**config.mk**
```make
export PLATFORM = sky130hd
export DESIGN_NAME = mul_writeback_ctrl
export DESIGN_NICKNAME = d
export VERILOG_FILES = /design/src/rtl/mul_writeback_ctrl.sv
export SDC_FILE = /design/constraint.sdc
export NUM_CORES = 1
export LEC_CHECK = 0
export CORE_ASPECT_RATIO = 1.25
export CORE_UTILIZATION = 45
export CTS_BUF_LIST = sky130_fd_sc_hd__clkbuf_8
export CTS_CLUSTER_DIAMETER = 120
export DETAILED_ROUTE_END_ITERATION = 8
export GPL_ROUTABILITY_DRIVEN = 0
export GPL_TIMING_DRIVEN = 0
export PLACE_DENSITY_LB_ADDON = 0.12
export SLEW_MARGIN = 10
export SYNTH_ARGS = -nofsm -noshare
export SYNTH_HDL_FRONTEND = slang
export SYNTH_SLANG_ARGS = --single-unit
```
**constraint.sdc**
```tcl
create_clock -name clk -period 1.8 [get_ports clk]
set_input_delay 0.27 -clock clk [delete_from_list [all_inputs] [get_ports clk]]
set_output_delay 0.27 -clock clk [all_outputs]
set_load 0.02 [all_outputs]
```
**src/rtl/mul_writeback_ctrl.sv**
```systemverilog
// mul_writeback_ctrl: sequences one 16x16 multiply and writes the product
// back to the register file one word per beat through a granted write port.
//
// Ports
//   clk, rst_n               clock, async active-low reset
//   i_start                  issue op (taken only when idle)
//   i_op_a, i_op_b           unsigned operands
//   i_rd_lo, i_rd_hi         destinations of low / high product word
//   o_busy                   op in flight
//   o_mul_a, o_mul_b         registered operands to external multiplier
//   i_mul_lo, i_mul_hi       multiplier product words
//   o_wr_req, i_wr_gnt       write handshake (commit on req & gnt)
//   o_wr_addr, o_wr_data     write address / data, valid with o_wr_req
//   o_done                   one-cycle pulse after the final write commits
//   o_ovf, o_zero            product flags, updated at end of CALC
//   o_stall_cnt              saturating count of req & !gnt cycles
module mul_writeback_ctrl #(
   parameter int DATA_W   = 16,
   parameter int REG_AW   = 3,
   parameter int WRITE_HI = 1,
   parameter int STALL_W  = 8
) (
   input  logic              clk,
   input  logic              rst_n,
   input  logic              i_start,
   input  logic [DATA_W-1:0] i_op_a,
   input  logic [DATA_W-1:0] i_op_b,
   input  logic [REG_AW-1:0] i_rd_lo,
   input  logic [REG_AW-1:0] i_rd_hi,
   output logic              o_busy,
   output logic [DATA_W-1:0] o_mul_a,
   output logic [DATA_W-1:0] o_mul_b,
   input  logic [DATA_W-1:0] i_mul_lo,
   input  logic [DATA_W-1:0] i_mul_hi,
   output logic              o_wr_req,
   input  logic              i_wr_gnt,
   output logic [REG_AW-1:0] o_wr_addr,
   output logic [DATA_W-1:0] o_wr_data,
   output logic              o_done,
   output logic              o_ovf,
   output logic              o_zero,
   output logic [STALL_W-1:0] o_stall_cnt
);

   typedef enum logic [1:0] {
      S_IDLE  = 2'd0,
      S_CALC  = 2'd1,
      S_WR_LO = 2'd2,
      S_WR_HI = 2'd3
   } state_t;

   localparam logic [STALL_W-1:0] STALL_MAX = {STALL_W{1'b1}};

   state_t                r_state;
   state_t                w_next;

   logic [DATA_W-1:0]     r_mul_a;
   logic [DATA_W-1:0]     r_mul_b;
   logic [REG_AW-1:0]     r_rd_lo;
   logic [REG_AW-1:0]     r_rd_hi;
   logic [2*DATA_W-1:0]   r_prod;
   logic                  r_ovf;
   logic                  r_zero;
   logic                  r_done;
   logic [STALL_W-1:0]    r_stall;

   logic                  w_accept;
   logic                  w_capture;
   logic                  w_busy;
   logic                  w_wr_req;
   logic [REG_AW-1:0]     w_wr_addr;
   logic [DATA_W-1:0]     w_wr_data;
   logic                  w_last_gnt;
   logic                  w_stall;
   logic [2*DATA_W-1:0]   w_prod;

   assign w_prod = {i_mul_hi, i_mul_lo};

   // State register
   always_ff @(posedge clk or negedge rst_n) begin
      if (!rst_n) begin
         r_state <= S_IDLE;
      end else begin
         r_state <= w_next;
      end
   end

   // Next-state logic
   always_comb begin
      w_next = r_state;
      case (r_state)
         S_IDLE: begin
            if (i_start) w_next = S_CALC;
         end
         S_CALC: begin
            w_next = S_WR_LO;
         end
         S_WR_LO: begin
            if (i_wr_gnt) begin
               w_next = (WRITE_HI != 0) ? S_WR_HI : S_IDLE;
            end
         end
         S_WR_HI: begin
            if (i_wr_gnt) w_next = S_IDLE;
         end
         default: begin
            w_next = S_IDLE;
         end
      endcase
   end

   // Output / control decode
   always_comb begin
      w_busy     = 1'b1;
      w_accept   = 1'b0;
      w_capture  = 1'b0;
      w_wr_req   = 1'b0;
      w_wr_addr  = '0;
      w_wr_data  = '0;
      w_last_gnt = 1'b0;
      case (r_state)
         S_IDLE: begin
            w_busy   = 1'b0;
            w_accept = i_start;
         end
         S_CALC: begin
            w_capture = 1'b1;
         end
         S_WR_LO: begin
            w_wr_req   = 1'b1;
            w_wr_addr  = r_rd_lo;
            w_wr_data  = r_prod[DATA_W-1:0];
            w_last_gnt = i_wr_gnt && (WRITE_HI == 0);
         end
         S_WR_HI: begin
            w_wr_req   = 1'b1;
            w_wr_addr  = r_rd_hi;
            w_wr_data  = r_prod[2*DATA_W-1:DATA_W];
            w_last_gnt = i_wr_gnt;
         end
         default: begin
            w_busy = 1'b0;
         end
      endcase
   end

   assign w_stall = w_wr_req & ~i_wr_gnt;

   // Operand / destination latch on accepted start
   always_ff @(posedge clk or negedge rst_n) begin
      if (!rst_n) begin
         r_mul_a <= '0;
         r_mul_b <= '0;
         r_rd_lo <= '0;
         r_rd_hi <= '0;
      end else if (w_accept) begin
         r_mul_a <= i_op_a;
         r_mul_b <= i_op_b;
         r_rd_lo <= i_rd_lo;
         r_rd_hi <= i_rd_hi;
      end
   end

   // Product capture and flags; flags persist until the next CALC
   always_ff @(posedge clk or negedge rst_n) begin
      if (!rst_n) begin
         r_prod <= '0;
         r_ovf  <= 1'b0;
         r_zero <= 1'b0;
      end else if (w_capture) begin
         r_prod <= w_prod;
         r_ovf  <= (i_mul_hi != '0);
         r_zero <= (w_prod == '0);
      end
   end

   // Grant-stall counter: cleared on accept, saturates at all-ones
   always_ff @(posedge clk or negedge rst_n) begin
      if (!rst_n) begin
         r_stall <= '0;
      end else if (w_accept) begin
         r_stall <= '0;
      end else if (w_stall && (r_stall != STALL_MAX)) begin
         r_stall <= r_stall + 1'b1;
      end
   end

   // done lands in the first IDLE cycle after the final commit
   always_ff @(posedge clk or negedge rst_n) begin
      if (!rst_n) begin
         r_done <= 1'b0;
      end else begin
         r_done <= w_last_gnt;
      end
   end

   assign o_busy      = w_busy;
   assign o_mul_a     = r_mul_a;
   assign o_mul_b     = r_mul_b;
   assign o_wr_req    = w_wr_req;
   assign o_wr_addr   = w_wr_addr;
   assign o_wr_data   = w_wr_data;
   assign o_done      = r_done;
   assign o_ovf       = r_ovf;
   assign o_zero      = r_zero;
   assign o_stall_cnt = r_stall;

endmodule

```
=== Word level (Yosys, flattened, before mapping) ===
Cells that the tools add are included.

* Reductions and logical operators: 7
* Muxes and demuxes: 13
* Equal/unequal tests: 7
* Add/subtract/negate cells: 1
* Bitwise operators: 2

{| class="wikitable"
|+ Operator list
! kind !! number
|-
| zero test 32 bit || 1
|-
| one-hot mux 16 bit (2 select lines) || 1
|-
| two-way mux 8 bit || 2
|-
| nonzero test 16 bit || 1
|-
| adder 8 x 1 -> 8 bit (second input constant) || 1
|-
| != test 8 bit (second input constant) || 1
|-
| one-hot mux 2 bit (4 select lines) || 1
|-
| two-way mux 2 bit || 3
|-
| != test 2 bit (second input constant) || 3
|-
| one-hot mux 3 bit (2 select lines) || 1
|-
| two-way mux 1 bit || 5
|-
| == test 2 bit (second input constant) || 2
|-
| AND reduction 3 bit || 1
|-
| == test 2 x 1 -> 1 bit (second input constant) || 1
|-
| zero test 2 bit || 1
|-
| nonzero test 2 bit || 1
|-
| OR reduction 2 bit || 1
|-
| AND 1 bit || 1
|-
| logical AND 1 bit || 1
|-
| NOT 1 bit || 1
|}

* Register bits after elaboration: 83
* Output and inout port bits: 64

=== Logic depth before layout (Yosys ltp) ===
* Depth in word-level cells: 7
* Mapped depth: 7
* Gate-level depth less buffers: 6

=== Least setup slack after synthesis ===
OpenSTA, ideal clock, no wires.

* Kind: reg2reg
* From: reg r_state[0]
* To: reg r_rd_lo[1]
* Arrival time: 1.486 ns
* Stages on the path, launching flop included: 7
* Setup slack: 0.189 ns
* Period minus slack after synthesis: 1.611 ns
* Data required time: 1.675 ns
* Path through: dfrtp_1 > inv_1 > ha_1 > and2_1 > buf_2 > buf_2 > mux2_2

* Longest elaborated chain between the ends: 2

{| class="wikitable"
|+ RTL lines
! item !! RTL line !! source
|-
| start: declaration || 54 || <nowiki>state_t r_state;</nowiki>
|-
| start signal: assignment || 84 || <nowiki>r_state <= w_next;</nowiki>
|-
| zero test 2 bit || 121 || <nowiki>case (r_state)</nowiki>
|-
| two-way mux 1 bit || 121 ||
|-
| end signal: assignment || 159 || <nowiki>r_rd_lo <= i_rd_lo;</nowiki>
|-
| end: declaration || 59 || <nowiki>logic [REG_AW-1:0] r_rd_lo;</nowiki>
|}

Every way passes these cells.
A chain may end at the register's enable or synchronous reset.

=== Final worst setup path ===
* From: reg r_state[0]
* To: out o_wr_data[11]

* Longest elaborated chain between the ends: 2
* Elaborated cells between the ends (all ways): 3

{| class="wikitable"
|+ RTL lines
! item !! RTL line !! source
|-
| == test 2 bit || 121 ||
|-
| one-hot mux 16 bit (2 select lines) * || 121 ||
|-
| end: declaration || 38 || <nowiki>output logic [DATA_W-1:0] o_wr_data,</nowiki>
|}

Mark *: on every way between the ends. The rest lies on a longest branch, timed or not.

==> run summary <==
CTS tree: yes
PwrDens: 1820 mW/mm^2
DRT Wirelength: 9240 um
Initial Util: 0.474
largest net degree at the start of global routing: 44
r2r setup slk: -0.01 ns
post-route ant nets: 0
Post-Synthesis Cell Area: 0.00357 mm^2
Setup WS pre-CTS: -0.546 ns
final setup fails: 29
grt total ovfl: 0
Slew headroom: 0.625
worst-margin pin slew: 0.562 ns
Pleak: 2.44 nW
startpoint types: flop
IO buf count: 137
Final period util: 1.07
Syn Nets: 327
Final Hold Viols: 0
max_cap viols: 0
Most used DFF post-synth: dfrtp_1
Num CTS Buffers: 9
hpwl dp: 6120 um
RSZ-0062 raised after global routing: true
Die Area: 0.00830 mm^2
Finished Layout Cells: 512
core area: 0.00753 mm^2
root buffer cell: clkbuf_8
final slew viol count: 0
CP max FO: 6
crit path capture type: primary output
Synthesis Warnings: 0
row cnt: 35
r2r startpoint: r_state[0]
sequential share of the synthesized area: 0.582
# IOs: 138
WP data arrival: 1.66 ns
Area Growth Syn to Fin: 61.2%
Detailed Routing Iterations Pass 1: 4
first-pass GRT wire length: 13800 um
Die W: 81.7 um
Clock transition at path regs: 0.08 ns
Cells after Synth: 248
Critical Path RT: 1.53 ns
diode count: 0
number of synthesized flops with an enable pin: 0
Worst-Skew Late Latency: 0.35 ns
syn_area_per_cell: 14.4 um^2
DR iter-0 viols: 50
Netlist cell types: 39
skew final: 0.00733 ns
fin crit period: 1.93 ns
final setup TNS: -1.18 ns
clock sink count: 83
min-delay worst type: in2async
Final WS setup: -0.134 ns
vias: 2685
post-DR wirelength/cell: 18.0 um
DRC viols: 0
GRT Overall Usage: 0.228
fin nets: 495
Die Ht: 102 um
share of layout cells above drive strength 1: 0.371
DP Cell Count: 478
Peak Freq: 517 MHz
synthesized flop and latch total: 83
CTS Buffer Depth: 2
Area after DPL: 0.00508 mm^2
failing checks: setup timing
Finished Cell Area: 0.00576 mm^2
peak supply drop: 0.999 mV
asr flop ratio synth: 1.00
number of global-route vias before repair: 2801
outcome: finished, violations left
Total Power: 10.5 mW
via/cell ratio: 5.24
H-tree Lvls: 3
R2R depth: 8
RR Endpoint: r_rd_lo[2]
initial antenna violation count: 0
CP Class: reg2out
[where the power goes]
group          internal, mW  leakage, nW  switching, mW
clock                 0.667       0.0995          0.680
combinational          3.39         1.35           2.49
sequential             2.75        0.993          0.517
[through the flow]
| step | utilization | hold WS [ns] |
|---|---|---|
| 3_3_place_gp | 0.671 | 0.471 |
| 3_5_place_dp | 0.675 | 0.294 |
| 6_report | 0.764 | 0.445 |
| 4_1_cts | 0.724 | 0.449 |
| 2_1_floorplan | - | -0.0256 |
| 5_1_grt | 0.764 | 0.487 |
[area by class of cell]
class	instances	area [um^2]
tap	92	115
buffer	14	235
clock inverter	5	55.1
timing repair buffer	157	1620
multi-input combinational	146	1500
sequential	83	2080
inverter	5	18.8
clock buffer	10	138
fill	503	1780
[registers in the layout, indices dropped and copies added, names as in the netlist, 2 cells and up]
name and cells:
r_rd_hi 3, o_mul_a 16, o_mul_b 16, r_rd_lo 3
r_state 2, r_prod 32, o_stall_cnt 8
[Yosys cell counts (all sizes together), types with 2 or more instances]
master	n	share of area
dfrtp	83	0.58
mux2	71	0.22
a22o	19	0.047
buf	10	0.017
nor2	9	0.0095
nor4	7	0.014
ha	5	0.018
inv	5	0.0053
clkbuf	4	0.0042
nand4	3	0.0070
nor3	3	0.0042
xnor2	3	0.0074
a211oi	2	0.0056
and2	2	0.0035
and4	2	0.0056
nand2	2	0.0021
nand3	2	0.0028
xor2	2	0.0049
[metal layers]
layer	wire [um]	share of wire	global-route usage	up-vias
li1	-	-	-	1249
met1	3720	0.40	0.273	1319
met2	4640	0.50	0.369	101
met3	681	0.074	0.0685	16
met4	201	0.022	0.113	0
met5	0	0	0	-
[cell usage in the layout, fill, tap and decap left out, types with 7 or more instances in the layout]
| cell | count |
|---|---|
| clkdlybuf4s50_1 | 115 |
| dfrtp_1 | 82 |
| mux2_2 | 60 |
| buf_6 | 21 |
| a22o_1 | 18 |
| buf_4 | 14 |
| mux2_4 | 11 |
| clkbuf_8 | 10 |
| nor2_1 | 9 |
| clkbuf_16 | 7 |
[timing repair]
action,CTS,global route
pin swaps,6,10
resized for setup,127,57
endpoints found under the setup margin,44,55
hold buffers,1,0
endpoints found under the hold margin,40,0
setup buffers,8,7
cloned,1,3
[kinds of logic after synthesis]
kind of cell,count (synthesis),synth area share
buf+inv,19,0.0266
compound gates,32,0.0824
simple gates,32,0.0526
mux,72,0.227
flops,83,0.582
fa+ha+maj,5,0.0175
xor+xnor,5,0.0123
[how the worst max path moves through the flow]
stage,from,end,slack [ns],cells after the start
4_1_cts,r_state[0],o_wr_data[11],-0.15,6
2_1_floorplan,r_state[0],r_rd_lo[1],0.19,6
6_report,r_state[0],o_wr_data[11],-0.13,6
5_1_grt,r_state[0],o_wr_data[11],-0.18,6
3_3_place_gp,rst_n,o_mul_b[13],-2.62,1
3_5_place_dp,r_state[0],o_wr_addr[2],-0.55,5
[critical path, stage by stage (launching register included)]
cell       delay (ns)
dfrtp_1          0.43
inv_2            0.08
ha_4             0.18
clkbuf_16        0.16
buf_12           0.12
a22o_4           0.21
buf_6            0.13
(Power assumes the default switching activity.)
